**src/rtl/draw_packet_framer.sv**
```systemverilog
// Buffers draw-point events in a FIFO and serialises each into a byte packet for the UART path.
// Build option: define DRAW_PACKET_FRAMER_CHECKSUM_EN to insert an XOR checksum byte before the terminator.
module draw_packet_framer #(
  parameter int         DEPTH     = 8,
  parameter int         COL_W     = 8,
  parameter int         ROW_W     = 9,
  parameter int         COLOR_W   = 3,
  parameter logic [7:0] TERM_BYTE = 8'h0A
) (
  input  logic                   clk_in,
  input  logic                   rst_n_in,
  input  logic [COL_W-1:0]       col_in,
  input  logic [ROW_W-1:0]       row_in,
  input  logic [COLOR_W-1:0]     color_in,
  input  logic                   valid_in,
  output logic                   ready_out,
  input  logic                   cts_in,
  output logic [7:0]             tx_data_out,
  output logic                   tx_valid_out,
  input  logic                   tx_ready_in,
  output logic [$clog2(DEPTH):0] fill_out,
  output logic                   overflow_out,
  output logic [15:0]            drop_count_out,
  output logic [15:0]            pkt_count_out
);
  localparam int AW = $clog2(DEPTH);
  localparam int FW = AW + 1;
  localparam int EW = COLOR_W + ROW_W + COL_W;

`ifdef DRAW_PACKET_FRAMER_CHECKSUM_EN
  localparam logic [2:0] LAST_IDX = 3'd4;
`else
  localparam logic [2:0] LAST_IDX = 3'd3;
`endif

  localparam logic [0:0] S_IDLE = 1'b0;
  localparam logic [0:0] S_SEND = 1'b1;

  localparam logic [FW-1:0] FILL_FULL = FW'(DEPTH);
  localparam logic [FW-1:0] FILL_ONE  = FW'(1);
  localparam logic [AW-1:0] PTR_ONE   = AW'(1);

  function automatic logic [15:0] sat_inc16(input logic [15:0] v);
    return (v == 16'hFFFF) ? v : v + 16'd1;
  endfunction

  logic [EW-1:0]      mem [DEPTH];
  logic [AW-1:0]      wr_ptr;
  logic [AW-1:0]      rd_ptr;
  logic [FW-1:0]      fill;
  logic               wr_vld_p1;
  logic [0:0]         state;
  logic [2:0]         idx;
  logic [EW-1:0]      pkt_p1;
  logic               push;
  logic               refuse;
  logic               pop;
  logic               rd_avail;
  logic [COL_W-1:0]   pkt_col;
  logic [ROW_W-1:0]   pkt_row;
  logic [COLOR_W-1:0] pkt_color;
  logic [7:0]         b0;
  logic [7:0]         b1;
  logic [7:0]         b2;
  logic [7:0]         cur_byte;

  assign ready_out    = (fill != FILL_FULL);
  assign push         = valid_in && ready_out;
  assign refuse       = valid_in && !ready_out;
  // The slot written on the previous edge is not yet readable, so the
  // newest entry is excluded from what the reader may pop.
  assign rd_avail     = (fill > {{AW{1'b0}}, wr_vld_p1});
  assign pop          = (state == S_IDLE) && cts_in && rd_avail;
  assign fill_out     = fill;
  assign tx_valid_out = (state == S_SEND);
  assign tx_data_out  = tx_valid_out ? cur_byte : 8'h00;

  assign {pkt_color, pkt_row, pkt_col} = pkt_p1;
  assign b0 = 8'(pkt_col);
  assign b1 = pkt_row[7:0];
  assign b2 = 8'({pkt_color, pkt_row[ROW_W-1:8]});

`ifdef DRAW_PACKET_FRAMER_CHECKSUM_EN
  logic [7:0] ck;
  assign ck = b0 ^ b1 ^ b2;
`endif

  always_comb begin
    cur_byte = TERM_BYTE;
    case (idx)
      3'd0:    cur_byte = b0;
      3'd1:    cur_byte = b1;
      3'd2:    cur_byte = b2;
`ifdef DRAW_PACKET_FRAMER_CHECKSUM_EN
      3'd3:    cur_byte = ck;
`endif
      default: cur_byte = TERM_BYTE;
    endcase
  end

  // Control stage: pointers, occupancy, statistics and the packet sequencer
  always_ff @(posedge clk_in or negedge rst_n_in) begin
    if (!rst_n_in) begin
      wr_ptr         <= '0;
      rd_ptr         <= '0;
      fill           <= '0;
      wr_vld_p1      <= 1'b0;
      state          <= S_IDLE;
      idx            <= 3'd0;
      overflow_out   <= 1'b0;
      drop_count_out <= 16'd0;
      pkt_count_out  <= 16'd0;
    end else begin
      wr_vld_p1 <= push;
      if (push) wr_ptr <= wr_ptr + PTR_ONE;
      if (pop)  rd_ptr <= rd_ptr + PTR_ONE;
      case ({push, pop})
        2'b10:   fill <= fill + FILL_ONE;
        2'b01:   fill <= fill - FILL_ONE;
        default: fill <= fill;
      endcase
      if (refuse) begin
        overflow_out   <= 1'b1;
        drop_count_out <= sat_inc16(drop_count_out);
      end
      case (state)
        S_IDLE: begin
          if (pop) begin
            state <= S_SEND;
            idx   <= 3'd0;
          end
        end
        S_SEND: begin
          if (tx_ready_in) begin
            if (idx == LAST_IDX) begin
              state         <= S_IDLE;
              pkt_count_out <= pkt_count_out + 16'd1;
            end else begin
              idx <= idx + 3'd1;
            end
          end
        end
        default: state <= S_IDLE;
      endcase
    end
  end

  // Data stage: event storage and the packet register, no reset needed
  always_ff @(posedge clk_in) begin
    if (push) mem[wr_ptr] <= {color_in, row_in, col_in};
    if (pop)  pkt_p1 <= mem[rd_ptr];
  end

endmodule

```
**config.mk**
```make
export PLATFORM = sky130hd
export DESIGN_NAME = draw_packet_framer
export DESIGN_NICKNAME = d
export VERILOG_FILES = /design/src/rtl/draw_packet_framer.sv
export SDC_FILE = /design/constraint.sdc
export NUM_CORES = 1
export LEC_CHECK = 0
export BUFFER_PORTS_ARGS = -buffer_cell sky130_fd_sc_hd__buf_2
export CAP_MARGIN = 20
export CORE_MARGIN = 10
export CORE_UTILIZATION = 55
export DETAILED_ROUTE_END_ITERATION = 8
export PLACE_DENSITY = 0.76
export RECOVER_POWER = 100
export SYNTH_ARGS = -nofsm -noshare
export SYNTH_HDL_FRONTEND = slang
export SYNTH_SLANG_ARGS = --single-unit
```
**constraint.sdc**
```tcl
create_clock -name clk_in -period 3.6 [get_ports clk_in]
set_input_delay 0.54 -clock clk_in [delete_from_list [all_inputs] [get_ports clk_in]]
set_output_delay 0.54 -clock clk_in [all_outputs]
set_load 0.01 [all_outputs]
```
Word-level counts from Yosys, hierarchy flattened. Memories as Yosys holds them, arrays and structs flattened. A register that Yosys moved wholly into a read port is not among the register bits. Index checks and enable logic that the tools add are counted.

Mux-type cells: 13. Add/sub/neg operators: 7. Eq/ne operators: 10. Reduce and logical (&&, ||, !) cells: 10. Bitwise gates (word level): 2. $lt $le $gt $ge: 1.

Operators by type and width (count): 16-bit by 1-bit adder with 16-bit output, second input constant (2); 8-bit one-hot mux with 3 select lines (1); 16-bit == test, second input constant (1); 3-bit by 1-bit adder with 3-bit output, second input constant (3); 3-bit two-way mux (3); 8-bit two-way mux (1); 4-bit one-hot mux with 2 select lines (1); 3-bit by 2-bit == test with 1-bit output, second input constant (2); 2-bit inequality test, second input constant (3); 3-bit one-hot mux with 2 select lines (1); 3-bit AND reduction (2); 1-bit two-way mux (5); 4-bit by 1-bit adder with 4-bit output, second input constant (1); 4-bit by 1-bit greater-than comparator with 1-bit output (1); 1-bit logical AND (4); 4-bit inequality test, second input constant (1); 4-bit by 1-bit subtractor with 4-bit output, second input constant (1); 3-bit by 1-bit == test with 1-bit output, second input constant (1); 3-bit zero test (1); 2-bit by 1-bit == test with 1-bit output, second input constant (1); 2-bit == test, second input constant (1); 1-bit NOT (2); 1-bit one-hot mux with 2 select lines (1); 2-bit AND reduction (1); 2 further kinds (2).

Memories: 1. Input bits: 25. Register bits: 48. Output and inout bits: 47. Bits in writable memories: 160. Logic and storage cells: 53.

Memories: mem (words 8, bits a word 20, read ports 1, clocked after memory_dff 1, write ports 1, line 47) `logic [EW-1:0] mem [DEPTH];`.

Longest topological paths before layout. Gate-level depths: netlist of the first run.

Depth after elaboration: 5. Mapped depth: 10. Gate-level depth less buffers: 10.

Worst setup path after synthesis of the first run. No wires, ideal clock.

Path type: register to register. Start: register fill[0] (netlist: fill_out[0]). End: register fill[3] (netlist: fill_out[3]). Arrival: 2.872 ns. Cell stages (with the launch flop): 11. Data required time: 3.520 ns. Slack: 0.648 ns. Setup time: 0.080 ns. Cell sequence: dfrtp_1 inv_1 ha_1 nor2_1 o41a_1 ha_1 ha_1 a21o_1 a21oi_1 mux2i_1 xnor2_1.

Word-level cells in the longest chain between the ends: 4.

Ends and longest elaborated chain: start, declared (line 50) `logic [FW-1:0] fill;`; start signal, assigned (line 118) `2'b10: fill <= fill + FILL_ONE;`; start signal, assigned (line 119) `2'b01: fill <= fill - FILL_ONE;`; start signal, assigned (line 120) `default: fill <= fill;`; 4-bit by 1-bit greater-than comparator with 1-bit output (*) (line 72) `assign rd_avail = (fill > {{AW{1'b0}}, wr_vld_p1});`; 1-bit logical AND (*) (line 73) `assign pop = (state == S_IDLE) && cts_in && rd_avail;`; named net pop (line 57) `logic pop;`; 2-bit by 1-bit == test with 1-bit output / 2-bit == test (equally long branches) (line 117) `case ({push, pop})`; 4-bit one-hot mux with 2 select lines / 2-bit nonzero test (equally long branches).

The timed path passes the listed nets; every way through them passes the cells marked *. A chain may end at the register's enable or synchronous reset.

Worst setup path in the final report of the first run.
Start: register fill[3] (netlist: fill_out[3]). End: memory mem[0][5] (netlist bit) (enable).

Word-level cells in the longest chain between the ends: 4.

Ends and longest elaborated chain: 4-bit inequality test (line 67) `assign ready_out = (fill != FILL_FULL);`; 1-bit logical AND (line 68) `assign push = valid_in && ready_out;`; named net push (line 55) `logic push;`; 1-bit two-way mux (line 150) `if (push) mem[wr_ptr] <= {color_in, row_in, col_in};`; 1-bit two-way mux (implied by the code) (line 150); end, declared (line 47).

The timed path passes the listed nets, and every way through them passes these cells.

==> reports/summary.txt, run 1 <==
cell row count = 47
net count after synthesis = 542
Core ar. = 16,470 um^2
sequential element share of the synthesized area = 72.02%
status = complete, but fails checks
Worst-Margin Slew = 1.616 ns
Worst-Skew Late Latency = 0.50 ns
XOR/XNOR share of the synthesized area = 3.246%
Area Growth Syn to Fin = 14.24%
die area = 22,240 um^2
post-DP HPWL = 11,090 um
crit path buf inv count = 2
antenna viol nets, final = 0
crit path launch type = register
max-slew violations = 68
uppermost layer routed = met4
Routed WL per cell = 21.56 um
critical path cell sequence = or4b_1 -> nand2_1 -> inv_1 -> nand2b_1 -> nor3_1 -> buf_4
synthesized cell area = 9173 um^2
clk slew on worst S/H paths = 0.06 ns
most frequent cells in the layout = edfxtp_1 (180), clkbuf_1 (77), dfrtp_1 (48)
GP Congestion = 0.7723
worst hold path type = primary input to register
Power Density = 776.8 nW/um^2
htree depth = 1
Rel. slew slack = -7.739%
post-synthesis compound-gate area fraction = 1.801%
CTS Buf Count = 23
n_diodes = 0
DRC viols = 0
CTS root buffer = clkbuf_16
clock buffer depth = 3
Initial DRC Count = 340
post-synthesis adder-cell area fraction = 1.992%
met3 wirelength from detailed routing = 1337 um
first-pass iteration count of the detailed router = 7
# setup viols final = 0
layout cells sized above 1 = 18.88%
Max Cap Viol = 5
Nets = 633
CP top delay family = simple AND/OR/NAND/NOR gates
Highest Clock Rate = 0.3358 GHz
Post-CTS Setup Repair Bufs = 0
CTS tree = built
largest net degree at the start of global routing = 49
Final min period = 2.978 ns
vias per inst = 5.854
Synth top area share = 58.93%
setup TNS = 0 ns
Mapped Cells = 503
CP endpoint kind = register
number of I/O port buffers = 71
Worst EP arrival = 3.16 ns
Met1 Routed Length = 7379 um
Ports = 72
DR WL met2 = 8652 um
WS Path Type = register to register
number of global-route vias before repair = 5,095
unrepaired setup endpoints after global routing = no
max incr delay on CP = 1.14 ns
grt ovf = 0
via count = 4,853
fin crit share = 82.72%
post-synth cell types = 42
gr usage total = 16.20%
Final Hold Viols = 0
Die Wd = 149.1 um
total routed wirelength = 17,870 um
Worst EP required = 3.78 ns
synthesis-stage register bit count = 228
failing checks = capacitance limit, slew limit
Peak VDD IR = 0.0004558 V
CTS Sinks = 228
crit-path max FO = 13
Synth Area in Simple Gates = 6.125%
syn avg cell area = 18.24 um^2
yosys warns = 0
overall power = 8.140 mW
main combinational cell family by area after synthesis = multiplexers
initial antenna violation count = 0
global-route wire length before repair = 28,410 um
area leader, netlist = edfxtp_1
most common cell after layout, fill and taps aside = edfxtp_1
CP max stage cell = nor3_1
Synth area leaders = edfxtp_1 (59%), dfrtp_1 (13%), mux4_2 (9.8%)
mux contribution to synthesized area = 13.22%
Pleak = 3.665 nW
Die H = 149.1 um
Final Skew = 0.008600 ns
Starting Density = 55.71%
-- through the flow --
stage          setup slack (ns)  hold WS (ns)  util [%]  area (um^2)  instances
3_5_place_dp              1.012        0.4429     59.74         9837        786
4_1_cts                  0.8594        0.2692     64.14        10560        826
5_1_grt                  0.4584        0.3942     63.64        10480        829
2_1_floorplan            0.6482        0.2444         -         9173        503
6_report                 0.6222        0.3914     63.64        10480        829
3_3_place_gp              1.179        0.4419     59.74         9837        786
-- worst paths after layout --
check / startpoint / to / slack [ns] / cells past startpoint
setup reg to reg: fill_out[3] / mem[0][5] / 0.62 / 6
min in group asynchronous: rst_n_in / drop_count_out[11] / 0.56 / 2
hold reg to reg: overflow_out / overflow_out / 0.46 / 1
max in group asynchronous: rst_n_in / pkt_count_out[6] / 2.42 / 3
hold / removal: row_in[3] / mem[5][11] / 0.39 / 1
setup / recovery: fill_out[3] / mem[0][5] / 0.62 / 6
-- flip-flops by register name, indices dropped and copies added (netlist names) --
name and count:
drop_count_out 16, mem 160, overflow_out 1, pkt_p1 20, pkt_count_out 16, tx_valid_out 1
fill_out 4, wr_vld_p1 1, rd_ptr 3, idx 3, wr_ptr 3
-- layer usage --
layer / track usage [%] / up-vias
met2: 26.05 / 200
met3: 3.398 / 34
met5: 0 / -
li1: - / 2151
met1: 21.44 / 2468
met4: 5.937 / 0
-- report_power, final --
group          switching [mW]  internal, mW
combinational            1.11          1.02
clock                   0.922          1.38
sequential              0.324          3.39
-- cell usage after synthesis --
cell type	instances
buf_8	1
nor2b_1	1
a21boi_0	2
a21oi_1	2
mux4_2	40
mux2i_1	3
nand4_1	9
or2b_1	1
a22oi_1	4
buf_1	5
nor3b_1	2
a21o_1	2
nor4_4	2
or4b_2	1
a222oi_1	4
clkbuf_1	7
or3_1	1
o41a_1	1
and4_1	1
xnor2_1	12
buf_6	1
or4b_4	1
or2_1	1
inv_1	12
a22o_1	3
and3_1	3
o21ai_0	1
nor3_1	12
nand3_1	9
o22ai_1	2
edfxtp_1	180
buf_2	6
nand2_1	29
ha_1	13
nor4_1	8
or2_2	1
fa_1	1
mux2_2	25
dfrtp_1	48
nand2b_1	4
nor2_1	20
xor2_1	22
-- kinds of logic after synthesis --
family | Yosys count
AO/OA/AOI/OAI | 21
multiplexers | 68
flip-flops | 228
buffers and inverters | 32
XOR/XNOR | 34
AND/OR/NAND/NOR | 106
adder cells (fa/ha/maj) | 14
-- layout make-up --
| type | count | area [um^2] |
|---|---|---|
| Timing Repair Buffer | 86 | 407.9 |
| Inverter | 12 | 45.04 |
| Multi-Input combinational cell | 243 | 2420 |
| Tap cell | 220 | 275.3 |
| Clock inverter | 14 | 137.6 |
| Clock buffer | 26 | 586.8 |
| Fill cell | 1181 | 5987 |
| Sequential cell | 228 | 6606 |
-- worst register-to-register path, delay by kind of cell (launching register included) --
| family | cells | cell delay [ns] |
|---|---|---|
| flops | 1 | 0.42 |
| buf+inv | 2 | 0.58 |
| simple gates | 4 | 1.66 |
-- what timing repair did --
action                                 CTS  global route
endpoints found under the hold margin    0             9
hold buffers                             0             1
resized for setup                        0             0
Power figures use the tool's default switching activity.
==> run 2, diff against run 1 <==
- ABC_AREA: unset -> 1
- CORE_UTILIZATION: 55 -> 54
- PLACE_DENSITY: 0.76 -> 0.78
- clock period: 3.6 -> 2.48 ns (I/O delays scaled with it)
==> run 2 against run 1 <==
  * The run now ends clean
  * Clock skew grew 0.0018 ns
  * Count of clock-buffer cells in the layout grew 2
  * Flip-flop and latch count did not move
  * Non-clock buffer count is 5 higher
  * Power rose by 50%
  * Highest routed layer is now met5
  * Design area is 6.7% higher
  * Critical endpoint is now tx_data_out[1]
==> reports/summary.txt, run 2 <==
largest net degree at the start of global routing = 83 (+69%)
layout cells sized above 1 = 9.339% (-9.5 points)
Min Hold Slack = 0.1980 ns (-0.1935 ns)
Rel. slew slack = 3.502% (+11 points)
worst hold path type = primary input to register
CTS root buffer = clkbuf_16
Worst EP arrival = 1.95 ns (-1.21 ns)
antenna viol nets, final = 0 (unchanged)
unrepaired setup endpoints after global routing = no
synthesized cell area = 9848 um^2 (+7.4%)
most common cell after layout, fill and taps aside = nand2_1
Synth async-reset ratio = 21.05% (unchanged)
htree depth = 1 (unchanged)
clk slew on worst S/H paths = 0.06 ns (about the same)
ys flop type = edfxtp_1
CTS tree = built
sequential element share of the synthesized area = 67.08% (-4.9 points)
mux contribution to synthesized area = 0% (-13 points)
max-slew violations = 0 (-100%)
Die H = 155.0 um (+4.0%)
yosys warns = 0 (unchanged)
number of global-route vias before repair = 6,568 (+29%)
synthesis-stage register bit count = 228 (unchanged)
Die Wd = 155.0 um (+4.0%)
syn avg cell area = 10.64 um^2 (-42%)
XOR/XNOR share of the synthesized area = 1.779% (-1.5 points)
CP endpoint kind = primary output
Final Skew = 0.01036 ns (+0.001764 ns)
Largest regs = mem: 160 flops, pkt_p1: 20 flops
status = finished clean
Worst-Skew Late Latency = 0.52 ns (+0.02 ns)
post-synth cell types = 32 (-24%)
Nets = 1,049 (+66%)
GP Congestion = 0.8273 (+7.1%)
Highest Clock Rate = 0.4302 GHz
Core Util, Final = 62.26% (-1.4 points)
Mapped Cells = 926 (+84%)
number of flip-flops in the largest register = 160 (unchanged)
post-DP HPWL = 12,540 um (+13%)
crit path buf inv count = 3 (+1)
count leader, synth = nand2_1
gr usage total = 16.79% (+0.59 points)
Initial DRC Count = 482 (+42%)
vias per inst = 5.322 (-9.1%)
most frequent cells in the layout = nand2_1 (214), edfxtp_1 (180), nor2_1 (165)
Synth top area share = 54.89% (-4.0 points)
Max Cap Viol = 0 (-5)
Synth Area in Simple Gates = 18.41% (+12 points)
global-route wire length before repair = 33,020 um (+16%)
Area Growth Syn to Fin = 13.57%
Worst EP required = 2.11 ns (-1.67 ns)
net count after synthesis = 965 (+78%)
# setup viols final = 0 (unchanged)
number of I/O port buffers = 71 (unchanged)
CP max stage cell = dfrtp_1
Placed Area = 10,610 um^2 (+7.8%)
clock buffer depth = 3 (unchanged)
most flop-heavy register = mem
crit path launch type = register
DRC viols = 0 (unchanged)
Power Density = 1090 nW/um^2 (+40%)
Routed WL per cell = 16.33 um (-24%)
CP top delay family = simple AND/OR/NAND/NOR gates
most common library cells after synthesis = nand2_1 (213), edfxtp_1 (180), nor2_1 (168), o21ai_0 (119)
die area = 24,040 um^2 (+8.1%)
Filler cells = 1,416 (+20%)
post-synthesis compound-gate area fraction = 7.280% (+5.5 points)
Starting Density = 54.82% (-0.88 points)
grt ovf = 0 (unchanged)
via count = 6,701 (+38%)
area leader, netlist = edfxtp_1
CTS Sinks = 228 (unchanged)
total routed wirelength = 20,560 um (+15%)
Post-CTS Setup Repair Bufs = 0 (unchanged)
Worst-Margin Slew = 1.447 ns (-0.1686 ns)
Peak VDD IR = 0.0007257 V (+59%)
max incr delay on CP = 0.40 ns (-0.74 ns)
Pleak = 4.197 nW (+14%)
Finished Cell Area = 11,180 um^2 (+6.7%)
crit-path max FO = 9 (-4)
Final min period = 2.324 ns
first-pass iteration count of the detailed router = 4 (-3)
post-synthesis adder-cell area fraction = 1.855% (-0.14 points)
WS Path Type = register to primary output
cell row count = 49 (+4.3%)
Ports = 72 (unchanged)
Synth area leaders = edfxtp_1 (55%), dfrtp_1 (12%), nand2_1 (8.1%)
main combinational cell family by area after synthesis = simple AND/OR/NAND/NOR gates
fin crit share = 93.73%
Post-synth EDFFs = 180 (unchanged)
Core ar. = 17,960 um^2 (+9.1%)
initial antenna violation count = 3 (+3)
Final Hold Viols = 0 (unchanged)
CTS Buf Count = 24 (+4.3%)
critical path cell sequence = inv_1 -> ha_1 -> inv_1 -> nor2_4 -> nor3_1 -> nor2_1 -> nor2_1 -> clkbuf_2
## run 2: cell types whose count changed after synthesis, sizes merged, moves of 4 or more
| cell | change |
|---|---|
| mux4 | -40 |
| mux2 | -25 |
| nand2 | +200 |
| o21ai | +136 |
| a22oi | -4 |
| nor2 | +155 |
| xor2 | -15 |
| nor4 | -10 |
| inv | +39 |
| nand3 | +12 |
| a222oi | -4 |
| clkbuf | +10 |
| nor3 | -11 |
## run 2: worst paths after layout
path | end | from | cells past startpoint | slack, ns
worst min register to register | overflow_out | overflow_out | 1 | 0.48
max in group asynchronous | pkt_count_out[14] | rst_n_in | 3 | 0.43
worst max-delay path | tx_data_out[1] | idx[1] | 8 | 0.16
min in group asynchronous | drop_count_out[13] | rst_n_in | 2 | 0.73
worst min-delay path | mem[3][14] | row_in[6] | 1 | 0.20
worst max register to register | mem[4][8] | fill_out[1] | 6 | 0.17
## run 2: cells by family after synthesis
kind of cell             count (synthesis)
AND/OR/NAND/NOR                        438
flip-flops                             228
AO/OA/AOI/OAI                          141
buffers and inverters                   85
XOR/XNOR                                20
adder cells (fa/ha/maj)                 14
## run 2: report_power, final
group / switching (mW) / internal, mW / total (mW) / leakage [nW]
clock network: 1.43 / 1.99 / 3.42 / 0.361
registers: 0.302 / 4.87 / 5.17 / 2.25
logic: 2.51 / 1.09 / 3.60 / 1.58
## run 2: per-stage QoR
stage | TNS [ns] | setup slack [ns] | total power, mW | std cells
floorplan | -0.03828 | -0.03828 | 7.649 | 926
global placement | 0 | 0.3729 | 8.791 | 1212
detailed placement | 0 | 0.2698 | 8.938 | 1212
CTS | 0 | 0.08160 | 12.40 | 1257
global route | 0 | 0.01923 | 12.99 | 1257
finish | 0 | 0.1555 | 12.19 | 1259
## run 2: timing repair
item / 4_1_cts / 5_1_grt
setup endpoints to repair: 5 / 5
hold buffers: 1 / 0
hold endpoints to repair: 24 / 0
gates resized for setup: 2 / 3
## run 2: metal layers
| metal | global-route usage (%) | part of all wire [%] | vias up |
|---|---|---|---|
| met1 | 21.11 | 41 | 3170 |
| met3 | 3.888 | 7.9 | 46 |
| met2 | 27.94 | 48 | 205 |
| li1 | - | - | 3278 |
| met4 | 5.713 | 2.8 | 2 |
| met5 | 0 | 0.063 | - |
## run 2: area by class of cell
type	count	area (um^2)	area share (%)
Timing Repair Buffer	91	420.4	3.759
Clock buffer	28	615.6	5.504
Clock inverter	16	145.1	1.298
Antenna cell	2	5.005	0.04475
Sequential cell	228	6609	59.09
Inverter	52	198.9	1.779
Multi-Input combinational cell	613	2904	25.96
Tap cell	229	286.5	2.562
==> run 3, diff against run 2 <==
- PLACE_DENSITY: 0.78 -> 0.76
==> run 3 against run 2 <==
  * Highest routed layer unchanged
  * Critical endpoint is now tx_data_out[3]
  * Combinational power decreased by 2%
  * Non-clock buffer count is 1 higher
  * Clock skew up 0.0045 ns
  * Power shrank 2.6%
==> reports/summary.txt, run 3 (synthesis results as in run 2) <==
number of global-route vias before repair = 6,388 (-2.7%)
die area = 24,040 um^2 (unchanged)
Core Util, Final = 61.76% (-0.50 points)
Initial DRC Count = 485 (+0.62%)
grt ovf = 0 (unchanged)
Pleak = 4.158 nW (-0.93%)
clk slew on worst S/H paths = 0.06 ns (about the same)
Core ar. = 17,960 um^2 (unchanged)
post-DP HPWL = 12,590 um (+0.36%)
max-slew violations = 0 (unchanged)
Hold Path Sink = mem[3][13]
Sw Pwr = 4.176 mW (-1.5%)
global-route wire length before repair = 32,420 um (-1.8%)
worst hold path type = primary input to register
reg2reg end = mem[4][4]
Worst EP required = 2.11 ns (about the same)
htree depth = 1 (unchanged)
cell row count = 49 (unchanged)
Power Density = 1070 nW/um^2 (-1.8%)
launching point of the worst reg2reg path = fill_out[1]
Highest Clock Rate = 0.4250 GHz (-1.2%)
initial antenna violation count = 2 (-1)
Placed Area = 10,630 um^2 (+0.19%)
Largest regs = mem: 160 flops, pkt_p1: 20 flops
most frequent cells in the layout = nand2_1 (214), edfxtp_1 (180), nor2_1 (163)
switch share = 35.17% (+0.40 points)
clock network fraction of design power = 26.3% (-1.8 points)
CTS Buf Count = 23 (-4.2%)
layout cells sized above 1 = 9.180% (-0.16 points)
overall power = 11.87 mW (-2.6%)
Die H = 155.0 um (unchanged)
Finished Cell Area = 11,090 um^2 (-0.81%)
vias per inst = 5.313 (-0.17%)
placed cells = 1,213 (+0.083%)
Final min period = 2.353 ns (+0.02838 ns)
cell internal pwr = 7.696 mW (-3.2%)
R2R depth = 6 (unchanged)
CTS Sinks = 228 (unchanged)
Die Wd = 155.0 um (unchanged)
Peak VDD IR = 0.0007697 V (+6.1%)
gr usage total = 16.47% (-0.32 points)
Post-Layout Cell Count = 1,254 (-0.40%)
via count = 6,663 (-0.57%)
CTS tree = built
Final Hold Viols = 0 (unchanged)
DRC viols = 0 (unchanged)
number of I/O port buffers = 71 (unchanged)
CTS root buffer = clkbuf_16
Starting Density = 54.82% (unchanged)
post-route setup slack = 0.1272 ns (-0.02837 ns)
most flop-heavy register = mem
WS Path Type = register to primary output
largest net degree at the start of global routing = 82 (-1.2%)
crit-path max FO = 9 (unchanged)
clock buffer depth = 3 (unchanged)
antenna viol nets, final = 0 (unchanged)
# setup viols final = 0 (unchanged)
most common cell after layout, fill and taps aside = nand2_1
status = finished clean
total routed wirelength = 20,270 um (-1.4%)
number of flip-flops in the largest register = 160 (unchanged)
Min Hold Slack = 0.2137 ns (+0.01576 ns)
GP Congestion = 0.8376 (+1.2%)
FF-to-FF setup slack = 0.21 ns (+0.04 ns)
Gate power share = 29.6% (about the same)
Routed WL per cell = 16.16 um (-1.0%)
Worst-Margin Slew = 1.032 ns (-0.4153 ns)
Post-CTS Setup Repair Bufs = 0 (unchanged)
unrepaired setup endpoints after global routing = no
sequential share of power = 44.1% (+1.7 points)
Rel. slew slack = 30.72% (+27 points)
pre-CTS setup slack = 0.2721 ns (+0.002333 ns)
Max Cap Viol = 0 (unchanged)
setup TNS = 0 ns (unchanged)
HP Start = row_in[5]
first-pass iteration count of the detailed router = 5 (+1)
Area Growth Syn to Fin = 12.65%
hold depth = 1 (unchanged)
fin crit share = 94.87% (+1.1 points)
crit path launch type = register
Worst-Skew Late Latency = 0.51 ns (about the same)
Worst EP arrival = 1.98 ns (+0.03 ns)
Final Skew = 0.01485 ns (+0.004487 ns)
Nets = 1,049 (unchanged)
CP endpoint kind = primary output
Ports = 72 (unchanged)
-- run 3: cell types whose count changed in the layout (fill, tap and decap cells not counted), moves of 2 or more --
cell and delta:
nor2_1 -2, clkbuf_2 -2, clkbuf_1 +2, clkinv_1 -5
bufinv_16 -2
-- run 3: worst max-delay path, cell delays in order (launching register included) --
cell and delay (ns):
dfrtp_1 0.40, inv_1 0.10, ha_1 0.20, inv_1 0.09
nor2_4 0.07, nor3_1 0.24, nor2_1 0.07, nor2_1 0.15
clkbuf_2 0.17
-- run 3: final cells by class --
type / instances / area [um^2]
diodes: 1 / 2.502
clock buffers: 28 / 604.3
clock inverters: 11 / 70.07
fillers: 1457 / 6869
inverters: 52 / 198.9
multi-input cells: 613 / 2898
flip-flops and latches: 228 / 6608
well taps: 229 / 286.5
repair buffers: 92 / 426.7
-- run 3: power by group through the flow --
| stage | Combinational, mW | Clock (mW) | Sequential [mW] |
|---|---|---|---|
| 3_5_place_dp | 3.66 | 0 | 5.31 |
| 6_report | 3.51 | 3.12 | 5.24 |
| 3_3_place_gp | 3.55 | 0 | 5.29 |
| 2_1_floorplan | 2.43 | 0 | 5.22 |
| 4_1_cts | 3.69 | 3.17 | 5.24 |
| 5_1_grt | 4.00 | 3.32 | 5.30 |
-- run 3: layer usage --
layer	global-route usage [%]	vias up	part of all wire [%]
li1	-	3262	-
met1	21.40	3151	43
met3	3.281	37	7.4
met4	5.533	2	2.3
met2	27.04	211	48
met5	0	-	0.049
-- run 3: how the worst max path moves through the flow --
stage / startpoint / to / slack [ns] / depth (start not counted)
finish: idx[0] / tx_data_out[3] / 0.13 / 8
global route: fill_out[0] / fill_out[3] / 0.03 / 16
CTS: idx[1] / tx_data_out[1] / 0.006 / 9
detailed placement: fill_out[0] / fill_out[2] / 0.27 / 12
global placement: fill_out[0] / fill_out[3] / 0.37 / 16
floorplan: fill_out[0] / fill_out[3] / -0.04 / 16
-- run 3: what timing repair did --
action	in CTS	in global routing
endpoints found under the hold margin	12	0
setup endpoints to repair	3	8
resized for setup	1	4
hold buffers	1	0
